## config.mk

```make
export PLATFORM = sky130hd
export DESIGN_NAME = lmi_halt_ctl
export DESIGN_NICKNAME = d
export VERILOG_FILES = /design/src/rtl/lmi_halt_pkg.sv /design/src/rtl/lmi_halt_tmo.sv /design/src/rtl/lmi_halt_ctl.sv
export SDC_FILE = /design/constraint.sdc
export NUM_CORES = 1
export LEC_CHECK = 0
export BUFFER_PORTS_ARGS = -buffer_cell sky130_fd_sc_hd__buf_2
export CORE_MARGIN = 4
export CORE_UTILIZATION = 23
export DETAILED_ROUTE_END_ITERATION = 8
export GPL_TIMING_DRIVEN = 0
export MAX_ROUTING_LAYER = met4
export PLACE_DENSITY = 0.44
export SLEW_MARGIN = 40
export SYNTH_ARGS = -nofsm -noshare
export SYNTH_HDL_FRONTEND = slang
export SYNTH_SLANG_ARGS = --single-unit
```

## constraint.sdc

```tcl
create_clock -name CLK -period 2 [get_ports CLK]
set_input_delay 0.2 -clock CLK [delete_from_list [all_inputs] [get_ports CLK]]
set_output_delay 0.2 -clock CLK [all_outputs]
set_load 0.02 [all_outputs]
```

## src/rtl/lmi_halt_pkg.sv

```systemverilog
// Shared constants for the miss/halt producer: halt bit map, FSM encoding, request classes.
// No logic; purely declarative.
// No flow control.
package lmi_halt_pkg;

    localparam int IHALT       = 0;
    localparam int DHALT       = 1;
    localparam int RALU_HALT_E = 2;
    localparam int EXT         = 3;

    localparam logic [3:0] RALU_HALT_E_MASK = 4'b0100;

    typedef enum logic [2:0] {
        IDLE  = 3'd0,
        IREQ  = 3'd1,
        IWAIT = 3'd2,
        DREQ  = 3'd3,
        DWAIT = 3'd4
    } state_t;

    localparam logic REQ_I = 1'b0;
    localparam logic REQ_D = 1'b1;

endpackage

```

## src/rtl/lmi_halt_tmo.sv

```systemverilog
// Saturating fill-wait counter with a sticky expiry flag.
// Expiry flag rises one cycle after the count reaches all-ones-minus-one.
// No backpressure; clear has priority over enable.
module lmi_halt_tmo #(
    parameter int TO_W = 10
) (
    input  logic CLK,
    input  logic RESET,
    input  logic clr,
    input  logic en,
    output logic expired
);

    localparam logic [TO_W-1:0] CNT_MAX = '1;

    logic [TO_W-1:0] cnt;
    logic [TO_W-1:0] cnt_nxt;

    always_comb begin
        cnt_nxt = cnt;
        if (clr) begin
            cnt_nxt = '0;
        end else if (en && (cnt != CNT_MAX)) begin
            cnt_nxt = cnt + TO_W'(1);
        end
    end

    // Flag stays set until reset, even once the FSM leaves the wait state.
    always_ff @(posedge CLK) begin
        if (RESET) begin
            cnt     <= '0;
            expired <= 1'b0;
        end else begin
            cnt <= cnt_nxt;
            if (en && !clr && (cnt_nxt == CNT_MAX)) begin
                expired <= 1'b1;
            end
        end
    end

endmodule

```

## src/rtl/lmi_halt_ctl.sv

```systemverilog
// Captures I/D misses, serialises them into single-outstanding fill requests, drives halt vector.
// Miss -> halt and MEM_REQ one cycle later; fill done -> halt clear and VAL strobe one cycle later.
// MEM_REQ/MEM_REQ_D/MEM_REQ_ADDR held stable until MEM_ACK; no overlap of fills.
module lmi_halt_ctl
    import lmi_halt_pkg::*;
#(
    parameter int HALT_W = 4,
    parameter int TO_W   = 10
) (
    input  logic              CLK,
    input  logic              RESET,
    input  logic [1:0]        IX_MISS_S_R,
    input  logic [31:0]       LW_IADDR_S_R,
    input  logic              DC_MISS_W_R,
    input  logic [31:0]       DC_ADDR_W_R,
    input  logic              RALU_BUSY_E,
    input  logic              EXT_HALT,
    output logic              MEM_REQ,
    output logic              MEM_REQ_D,
    output logic [31:0]       MEM_REQ_ADDR,
    input  logic              MEM_ACK,
    input  logic              MEM_FILL_DONE,
    input  logic              MEM_FILL_D,
    output logic [HALT_W-1:0] X_HALT_R,
    output logic [1:0]        IX_VAL,
    output logic              DC_VAL,
    output logic              TIMEOUT
);

    state_t      state;
    logic        i_pend;
    logic        d_pend;
    logic [1:0]  i_mask;
    logic [31:0] i_addr;
    logic [31:0] d_addr;
    logic        ihalt_q;
    logic        dhalt_q;
    logic        ralu_q;
    logic        ext_q;

    logic        cap_i;
    logic        cap_d;
    logic        i_avail;
    logic        d_avail;
    logic [31:0] i_req_addr;
    logic [31:0] d_req_addr;
    logic        req_ack;
    logic        fill_i;
    logic        fill_d;
    logic        tmo_clr;
    logic        tmo_en;
    logic [HALT_W-1:0] halt_vec;

    // A class's halt bit covers both pending and in-flight, so held levels never recapture.
    assign cap_i      = (|IX_MISS_S_R) && !ihalt_q;
    assign cap_d      = DC_MISS_W_R && !dhalt_q;
    assign i_avail    = cap_i || i_pend;
    assign d_avail    = cap_d || d_pend;
    assign i_req_addr = cap_i ? LW_IADDR_S_R : i_addr;
    assign d_req_addr = cap_d ? DC_ADDR_W_R  : d_addr;

    assign req_ack = MEM_REQ && MEM_ACK;
    assign fill_i  = MEM_FILL_DONE && (MEM_FILL_D == REQ_I);
    assign fill_d  = MEM_FILL_DONE && (MEM_FILL_D == REQ_D);
    assign tmo_clr = ((state == IREQ) || (state == DREQ)) && req_ack;
    assign tmo_en  = (state == IWAIT) || (state == DWAIT);

    lmi_halt_tmo #(
        .TO_W (TO_W)
    ) u_tmo (
        .CLK     (CLK),
        .RESET   (RESET),
        .clr     (tmo_clr),
        .en      (tmo_en),
        .expired (TIMEOUT)
    );

    always_ff @(posedge CLK) begin
        if (RESET) begin
            state        <= IDLE;
            i_pend       <= 1'b0;
            d_pend       <= 1'b0;
            i_mask       <= '0;
            i_addr       <= '0;
            d_addr       <= '0;
            ihalt_q      <= 1'b0;
            dhalt_q      <= 1'b0;
            ralu_q       <= 1'b0;
            ext_q        <= 1'b0;
            MEM_REQ      <= 1'b0;
            MEM_REQ_D    <= 1'b0;
            MEM_REQ_ADDR <= '0;
            IX_VAL       <= '0;
            DC_VAL       <= 1'b0;
        end else begin
            IX_VAL <= '0;
            DC_VAL <= 1'b0;
            ralu_q <= RALU_BUSY_E;
            ext_q  <= EXT_HALT;

            if (cap_i) begin
                i_pend  <= 1'b1;
                i_addr  <= LW_IADDR_S_R;
                i_mask  <= IX_MISS_S_R;
                ihalt_q <= 1'b1;
            end
            if (cap_d) begin
                d_pend  <= 1'b1;
                d_addr  <= DC_ADDR_W_R;
                dhalt_q <= 1'b1;
            end

            // Launches below override the pending set above when issued in the capture cycle.
            case (state)
                IDLE: begin
                    if (d_avail) begin
                        state        <= DREQ;
                        MEM_REQ      <= 1'b1;
                        MEM_REQ_D    <= REQ_D;
                        MEM_REQ_ADDR <= d_req_addr;
                        d_pend       <= 1'b0;
                    end else if (i_avail) begin
                        state        <= IREQ;
                        MEM_REQ      <= 1'b1;
                        MEM_REQ_D    <= REQ_I;
                        MEM_REQ_ADDR <= i_req_addr;
                        i_pend       <= 1'b0;
                    end
                end
                IREQ, DREQ: begin
                    if (req_ack) begin
                        MEM_REQ <= 1'b0;
                        state   <= (state == IREQ) ? IWAIT : DWAIT;
                    end
                end
                IWAIT: begin
                    if (fill_i) begin
                        ihalt_q <= 1'b0;
                        IX_VAL  <= i_mask;
                        state   <= IDLE;
                    end
                end
                DWAIT: begin
                    if (fill_d) begin
                        dhalt_q <= 1'b0;
                        DC_VAL  <= 1'b1;
                        if (i_avail) begin
                            state        <= IREQ;
                            MEM_REQ      <= 1'b1;
                            MEM_REQ_D    <= REQ_I;
                            MEM_REQ_ADDR <= i_req_addr;
                            i_pend       <= 1'b0;
                        end else begin
                            state <= IDLE;
                        end
                    end
                end
                default: state <= IDLE;
            endcase
        end
    end

    always_comb begin
        halt_vec          = '0;
        halt_vec[IHALT]   = ihalt_q;
        halt_vec[DHALT]   = dhalt_q;
        halt_vec[EXT]     = ext_q;
        if (ralu_q) begin
            halt_vec = halt_vec | HALT_W'(RALU_HALT_E_MASK);
        end
    end

    assign X_HALT_R = halt_vec;

endmodule

```

==> results of run 1 <==
## layout make-up
class | instances | area [um^2] | area share [%]
clock inverters | 14 | 147.6 | 2.051
inverters | 24 | 90.09 | 1.252
clock buffers | 17 | 425.4 | 5.911
multi-input cells | 469 | 2726 | 37.88
flip-flops and latches | 123 | 2472 | 34.35
well taps | 319 | 399.1 | 5.546
diodes | 3 | 7.507 | 0.1043
repair buffers | 121 | 625.6 | 8.693
plain buffers | 55 | 302.8 | 4.207
## repair_timing
item,in CTS,in global routing
setup buffers,3,3
hold endpoints to repair,1,0
setup endpoints to repair,63,48
cloned,0,0
hold buffers,1,0
gates resized for setup,25,36
pin swaps,1,3
## metrics by stage
step           worst slack, ns  hold WS, ns  utilization [%]
3_5_place_dp           -0.3388       0.4232            27.41
5_1_grt               0.001082      0.01797            30.75
3_3_place_gp           -0.3338       0.4130            27.41
6_report                0.1295      0.02669            30.75
2_1_floorplan           0.1079       0.3282                -
4_1_cts               0.003640     0.008512            30.28
## cell families after synthesis
group	synth area share, %
muxes	7.927
AOI/OAI and AO/OA	14.11
adders and majority gates	0.2297
and+or+nand+nor	25.46
DFF	45.22
xor gates and xnor gates	0.8273
buffers and inverters	6.227
## final timing paths
kind / end / slack [ns] / cells after the start
min reg2reg: i_addr[1] / 0.45 / 2
min: ext_q / 0.03 / 2
max reg2reg: MEM_REQ_ADDR[0] / 0.13 / 6
max: MEM_REQ_ADDR[0] / 0.13 / 6
## cell usage in the layout, fill, tap and decap left out, types with 5 or more instances in the layout
| cell type | Yosys | final |
|---|---|---|
| clkbuf_2 | 0 | 5 |
| nand2_1 | 73 | 72 |
| inv_1 | 24 | 24 |
| clkbuf_4 | 0 | 5 |
| o21ai_0 | 15 | 15 |
| clkbuf_16 | 0 | 17 |
| dfxtp_1 | 123 | 119 |
| clkinvlp_4 | 0 | 5 |
| nor2_1 | 137 | 136 |
| nor2b_1 | 19 | 19 |
| a31oi_1 | 22 | 22 |
| buf_2 | 13 | 126 |
| a21oi_1 | 35 | 35 |
| nor3_1 | 43 | 43 |
| buf_4 | 5 | 17 |
| mux2i_1 | 42 | 40 |
| a211oi_1 | 35 | 32 |
| clkbuf_1 | 30 | 20 |
## state kept, by name (all words and copies together) (netlist names)
signal / cells
MEM_REQ: 1
ralu_q: 1
u_tmo.expired: 1
MEM_REQ_D: 1
d_pend: 1
ihalt_q: 1
d_addr: 32
DC_VAL: 1
i_mask: 2
dhalt_q: 1
MEM_REQ_ADDR: 32
state: 3
ext_q: 1
u_tmo.cnt: 10
IX_VAL: 2
i_addr: 32
i_pend: 1
## layer usage
metal	share of wire (%)	GRT usage (%)	up-vias
li1	-	-	2561
met1	47	17.81	2339
met2	48	22.34	87
met3	3.9	3.552	15
met4	1.2	4.306	0
met5	0	-	-
## power groups by stage
stage                     combinational, mW  sequential, mW  clock (mW)
after global placement                 2.21            3.04           0
after global routing                   2.58            3.02        3.20
after detailed placement               2.21            3.04           0
after CTS                              2.26            3.00        3.11
final                                  2.32            2.99        3.01
after floorplan                        1.21            3.25           0
==> impl_metrics.ini, run 1 <==
[outcome]
status = completed

[floorplanning]
fp.dieArea_um2 = 26200
core_area_um2 = 23400
die_h_um = 161.9
die_x_um = 161.9
placementRows = 56
start_util_pct = 23.27
io_pins = 116

[sta]
finalCritPeriodShare_pct = 93.52
slew_violations = 0
clock.fmax_mhz = 534.6
setup_viol_count_final = 0
worst_pin_slew_ns = 0.8005
fin_setup_tns_ns = 0
hold_viol = 0
rsz0062_at_grt = no
skew_ns = 0.007855
min_period_ns = 1.870
relSlewSlack_pct = 46.63

[synthesis]
synth.net_count = 746
synth_ff_type = dfxtp_1
synthTopCellsByCount = 137 x nor2_1, 123 x dfxtp_1, 73 x nand2_1, 43 x nor3_1, 42 x mux2i_1
yosys_warnings = 0
yosysMostFrequentCell = nor2_1
synth_area_um2 = 5445
synth_top_area_share_pct = 45.22
synth_area_leader_cell = dfxtp_1
synth_edf_count = 0
seq_area_frac_synth_pct = 45.22
ys_ff_latch = 123
syn_area_per_cell_um2 = 8.115
ys_top_cells_by_area = dfxtp_1 45%, nor2_1 9.4%, mux2i_1 7.7%, nand2_1 5.0%, a211oi_1 4.8%
async_flop_share_pct = 0
syn_inst = 671
yosysUniqueCellTypes = 48

[clocking]
cts.sinks = 123
clk_pin_slew_worst_paths_ns = 0.06
cts_buffers = 17
cts_tree = yes
clk_latency_ns = 0.42
clockBufferDepth = 2
htree_levels = 4
root_buffer = clkbuf_16

[hold_path]
min_from = EXT_HALT
hold_class = input port to flip-flop

[worst_setup_path]
cp_cell_sequence = o21bai_1 > clkbuf_4 > buf_2 > a31oi_1 > a211oi_1 > nor3_1
required_ns = 2.28
crit_family = compound AO/OA/AOI/OAI gates
rr_startpoint = ihalt_q
worst-path-buf-inv = 2
critPathKind = flip-flop to flip-flop
cp_max_fo = 10
crit_slowest_cell = dfxtp_1
crit_path_end_kind = flip-flop
critPathMaxStageDelay_ns = 0.36
crit_path_start = ihalt_q
critPathArrivalTime_ns = 2.15
setup.worst_path.start_class = flip-flop

[routing]
first_iter_violations = 278
wire_per_inst_um = 15.50
wirelength_mm = 17.75
via_per_inst = 4.369
first_pass_iters = 4
drc_errors = 0
ant_nets = 0
num_vias = 5002

[placement]
hpwl_mm = 13.19
dp_cells = 1104
port_buffers = 114
dpl_cell_area_um2 = 6415
gp_congestion = 0.7657

[global_route]
antenna_found_initial = 3
gr-total-overflow = 0
grt_pass1_vias = 4913
track_usage_pct = 14.09
grt_max_degree = 17
grt_first_pass_wirelength_mm = 27.70

[power_and_ir_drop]
p_leak_nw = 2.960
finalPower_mw = 8.320
p_sw_share_pct = 34.43
p_int_mw = 5.455
comb_power_share_pct = 27.9
p_clk_share_pct = 36.2
switching_power_mw = 2.864
seqPwrFrac_pct = 35.9
peakVddDrop_mv = 0.4676
power.density_nw_per_um2 = 1156

[run]
maxCapViolCount = 0

[layout]
drive_gt1_share_pct = 26.12
finalInstanceArea_um2 = 7197
area_growth_pct = 32.17
fill_cells = 2615
fin_nets = 886
final_cells = 1145
Note: power is estimated with default switching activity, not from simulation.
==> run 2, diff against run 1 <==
--- a/config.mk
+++ b/config.mk
@@ -6,6 +6,7 @@
 export NUM_CORES = 1
 export LEC_CHECK = 0
 export BUFFER_PORTS_ARGS = -buffer_cell sky130_fd_sc_hd__buf_2
+export CORE_ASPECT_RATIO = 0.8
 export CORE_MARGIN = 4
 export CORE_UTILIZATION = 23
 export DETAILED_ROUTE_END_ITERATION = 8
==> run 2 against run 1 <==
  * The run now fails in detailed routing
  * Synthesized area is the same
  * Synthesized cell count is the same
  * Global-route usage grew 0.41 points
==> impl_metrics.ini, run 2 <==
[outcome]
stop_stage = detailed routing
error = [ERROR DRT-0255] Maze Route cannot find path of net CLK in worker of routeBox ( 144900 0 ) ( 180025 48300 ).
status = stopped before the end

[synthesis]
synth_top_area_share_pct = 45.22
synth_ff_type = dfxtp_1
yosysUniqueCellTypes = 48
synthTopCellsByCount = 137 x nor2_1, 123 x dfxtp_1, 73 x nand2_1, 43 x nor3_1, 42 x mux2i_1
synth_edf_count = 0
ys_ff_latch = 123
synth.net_count = 746
yosysMostFrequentCell = nor2_1
syn_area_per_cell_um2 = 8.115
ys_top_cells_by_area = dfxtp_1 45%, nor2_1 9.4%, mux2i_1 7.7%, nand2_1 5.0%, a211oi_1 4.8%
synth_area_leader_cell = dfxtp_1
yosys_warnings = 0
async_flop_share_pct = 0
synth_area_um2 = 5445
seq_area_frac_synth_pct = 45.22
syn_inst = 671

[global_route]
grt_pass1_vias = 4993
antenna_found_initial = 2
grt_max_degree = 17
grt_first_pass_wirelength_mm = 28.68
gr-total-overflow = 0
track_usage_pct = 14.50

[placement]
port_buffers = 114
gp_congestion = 0.8064
hpwl_mm = 13.26

[floorplanning]
io_pins = 116
die_x_um = 180.0
die_h_um = 145.6
start_util_pct = 23.34
placementRows = 50

[clocking]
root_buffer = clkbuf_16
cts.sinks = 123
htree_levels = 4
clockBufferDepth = 2
cts_buffers = 17

[sta]
worst-ep-kind = register input
worst_endpoint = u_tmo.expired$_SDFFE_PP0P_/D
-- run 2: cell counts after synthesis --
No cell type changed its count.
-- run 2: stage by stage --
step / TNS, ns / area, um^2 / hold WS [ns] / setup WS [ns] / instances
CTS: 0 / 7109 / 0.01544 / 0.01382 / 1131
global route: -0.02462 / 7206 / 0.02530 / -0.02092 / 1134
global placement: -13.81 / 6406 / 0.4078 / -0.3307 / 1097
detailed placement: -13.27 / 6406 / 0.4149 / -0.3495 / 1097
floorplan: 0 / 5445 / 0.3282 / 0.1079 / 671
-- run 2: cells by family after synthesis --
kind of cell	after synthesis	synth area share (%)
buffers and inverters	79	6.227
XOR/XNOR	3	0.8273
AO/OA/AOI/OAI	119	14.11
adder cells (fa/ha/maj)	1	0.2297
flip-flops	123	45.22
multiplexers	43	7.927
AND/OR/NAND/NOR	303	25.46
-- run 2: repair_timing --
action | 4_1_cts | 5_1_grt
resized for setup | 25 | 33
pin swaps | 1 | 6
buffers inserted | 1 | 1
hold buffers | 2 | 0
endpoints found under the setup margin | 63 | 55
endpoints found under the hold margin | 2 | 0
-- run 2: per-layer routing --
| layer | GRT usage [%] |
|---|---|
| met2 | 20.95 |
| met1 | 19.71 |
| met4 | 4.460 |
| met3 | 4.123 |
| met5 | - |
==> run 3, diff against run 2 <==
--- a/config.mk
+++ b/config.mk
@@ -6,13 +6,11 @@
 export NUM_CORES = 1
 export LEC_CHECK = 0
 export BUFFER_PORTS_ARGS = -buffer_cell sky130_fd_sc_hd__buf_2
-export CORE_ASPECT_RATIO = 0.8
 export CORE_MARGIN = 4
-export CORE_UTILIZATION = 23
+export CORE_UTILIZATION = 20
 export DETAILED_ROUTE_END_ITERATION = 8
 export GPL_TIMING_DRIVEN = 0
-export MAX_ROUTING_LAYER = met4
-export PLACE_DENSITY = 0.44
+export PLACE_DENSITY_LB_ADDON = 0.15
 export SLEW_MARGIN = 40
 export SYNTH_ARGS = -nofsm -noshare
 export SYNTH_HDL_FRONTEND = slang
==> constraint.sdc (replaced) <==
create_clock -name CLK -period 2.6 [get_ports CLK]
set_input_delay 0.26 -clock CLK [delete_from_list [all_inputs] [get_ports CLK]]
set_output_delay 0.26 -clock CLK [all_outputs]
set_load 0.02 [all_outputs]
==> run 3 against run 2 <==
  * The flow now finishes without violations
  * Global-route usage is 1.9 points lower
==> impl_metrics.ini, run 3 (synthesized netlist as in run 1, its figures left out) <==
[floorplanning]
die_h_um = 173.0
placementRows = 60
fp.dieArea_um2 = 29930
die_x_um = 173.0
start_util_pct = 20.26
core_area_um2 = 26880
io_pins = 116

[clocking]
ctsResizeCount = 0
root_buffer = clkbuf_16
clk_latency_ns = 0.42
cts.sinks = 123
clk_pin_slew_worst_paths_ns = 0.06
clockBufferDepth = 2
post_cts_buffers = 0
htree_levels = 4
cts_tree = yes
cts-hold-fix-buffers = 0
cts_buffers = 17

[worst_setup_path]
setup.worst_path.start_class = flip-flop
cp_common_cell = clkbuf_1
crit_path_end_kind = flip-flop
rrSetupSlack_ns = 0.28
critPathArrivalTime_ns = 2.66
required_ns = 2.95
crit_slowest_cell = buf_1
cp_max_fo = 10
critPathMaxStageDelay_ns = 0.49
cp_cell_sequence = o21bai_1 > clkbuf_1 > clkbuf_1 > buf_1 > nand2_1 > a21oi_1
critPathKind = flip-flop to flip-flop

[routing]
wire_per_inst_um = 16.16
ant_nets = 0
via_per_inst = 4.263
drc_errors = 0
num_vias = 4936
wirelength_mm = 18.72
first_iter_violations = 256
first_pass_iters = 4

[hold_path]
hold_class = input port to flip-flop

[global_route]
grt_max_degree = 17
antenna_found_initial = 1
track_usage_pct = 12.56
grt_pass1_vias = 4895
gr-total-overflow = 0
grt_first_pass_wirelength_mm = 29.16

[power_and_ir_drop]
finalPower_mw = 6.470
p_clk_share_pct = 38.3
seqPwrFrac_pct = 35.5
power.density_nw_per_um2 = 917.7
p_leak_nw = 2.892
p_sw_share_pct = 34.23
comb_power_share_pct = 26.2
p_int_mw = 4.256
peakVddDrop_mv = 0.3748
switching_power_mw = 2.215

[sta]
finalCritPeriodShare_pct = 89.04
setup_viol_count_final = 0
min_period_ns = 2.315
worst_hold_slack_ns = 0.04797
clock.fmax_mhz = 432.0
slew_violations = 0
worst_pin_slew_ns = 0.7884
relSlewSlack_pct = 47.44
fin_setup_tns_ns = 0
hold_viol = 0
rsz0062_at_grt = no
skew_ns = 0.007150

[layout]
final_common_cell = nor2_1
area_growth_pct = 29.48
final_cell_mix = 137 x nor2_1, 127 x buf_2, 123 x dfxtp_1
reg_top3 = MEM_REQ_ADDR x32, d_addr x32, i_addr x32
fin_nets = 879
drive_gt1_share_pct = 21.91
final_cells = 1158
n_antenna_cell = 0

[placement]
gp_congestion = 0.7198
port_buffers = 114
dp_cells = 1126
hpwl_mm = 14.01

[outcome]
status = completed

[run]
maxCapViolCount = 0
[run 3: metrics by stage]
stage / util (%) / cell area, um^2 / worst slack (ns)
3_3_place_gp: 23.97 / 6442 / 0.1349
5_1_grt: 26.23 / 7051 / 0.01078
6_report: 26.23 / 7051 / 0.2849
2_1_floorplan: - / 5445 / 0.7079
3_5_place_dp: 23.97 / 6442 / 0.07724
4_1_cts: 26.23 / 7051 / 0.2114
[run 3: worst max-delay path: cells and delay by family (launching register included)]
| kind | cells | cell delay [ns] |
|---|---|---|
| compound gates | 2 | 0.40 |
| buf+inv | 3 | 1.36 |
| flops | 1 | 0.37 |
| simple gates | 1 | 0.11 |
[run 3: routing by layer]
layer  global-route usage, %  vias to the layer above  wire, um
li1                        -                     2546         -
met1                   17.00                     2255      9059
met2                   19.89                      116      8553
met3                   2.995                       17       817
met4                   3.891                        2       280
met5                       0                        -         7
[run 3: power groups by stage]
stage | registers [mW] | clock network, mW | logic [mW]
after floorplan | 2.50 | 0 | 0.932
after global placement | 2.34 | 0 | 1.73
after detailed placement | 2.35 | 0 | 1.72
after CTS | 2.31 | 2.56 | 1.73
after global routing | 2.33 | 2.63 | 1.90
final | 2.30 | 2.48 | 1.69
[run 3: cell type report]
class / count / area (um^2)
plain buffers: 55 / 249.0
flip-flops and latches: 123 / 2462
multi-input cells: 469 / 2644
repair buffers: 114 / 570.5
clock inverters: 14 / 168.9
clock buffers: 18 / 439.2
well taps: 341 / 426.7
fillers: 3008 / 19830
inverters: 24 / 90.09
[run 3: worst paths after layout]
check,startpoint,endpoint,depth (start not counted)
worst max-delay path,ihalt_q,i_addr[15],6
worst min-delay path,RALU_BUSY_E,ralu_q,2
worst max register to register,ihalt_q,i_addr[15],6
worst min register to register,i_addr[19],i_addr[19],2
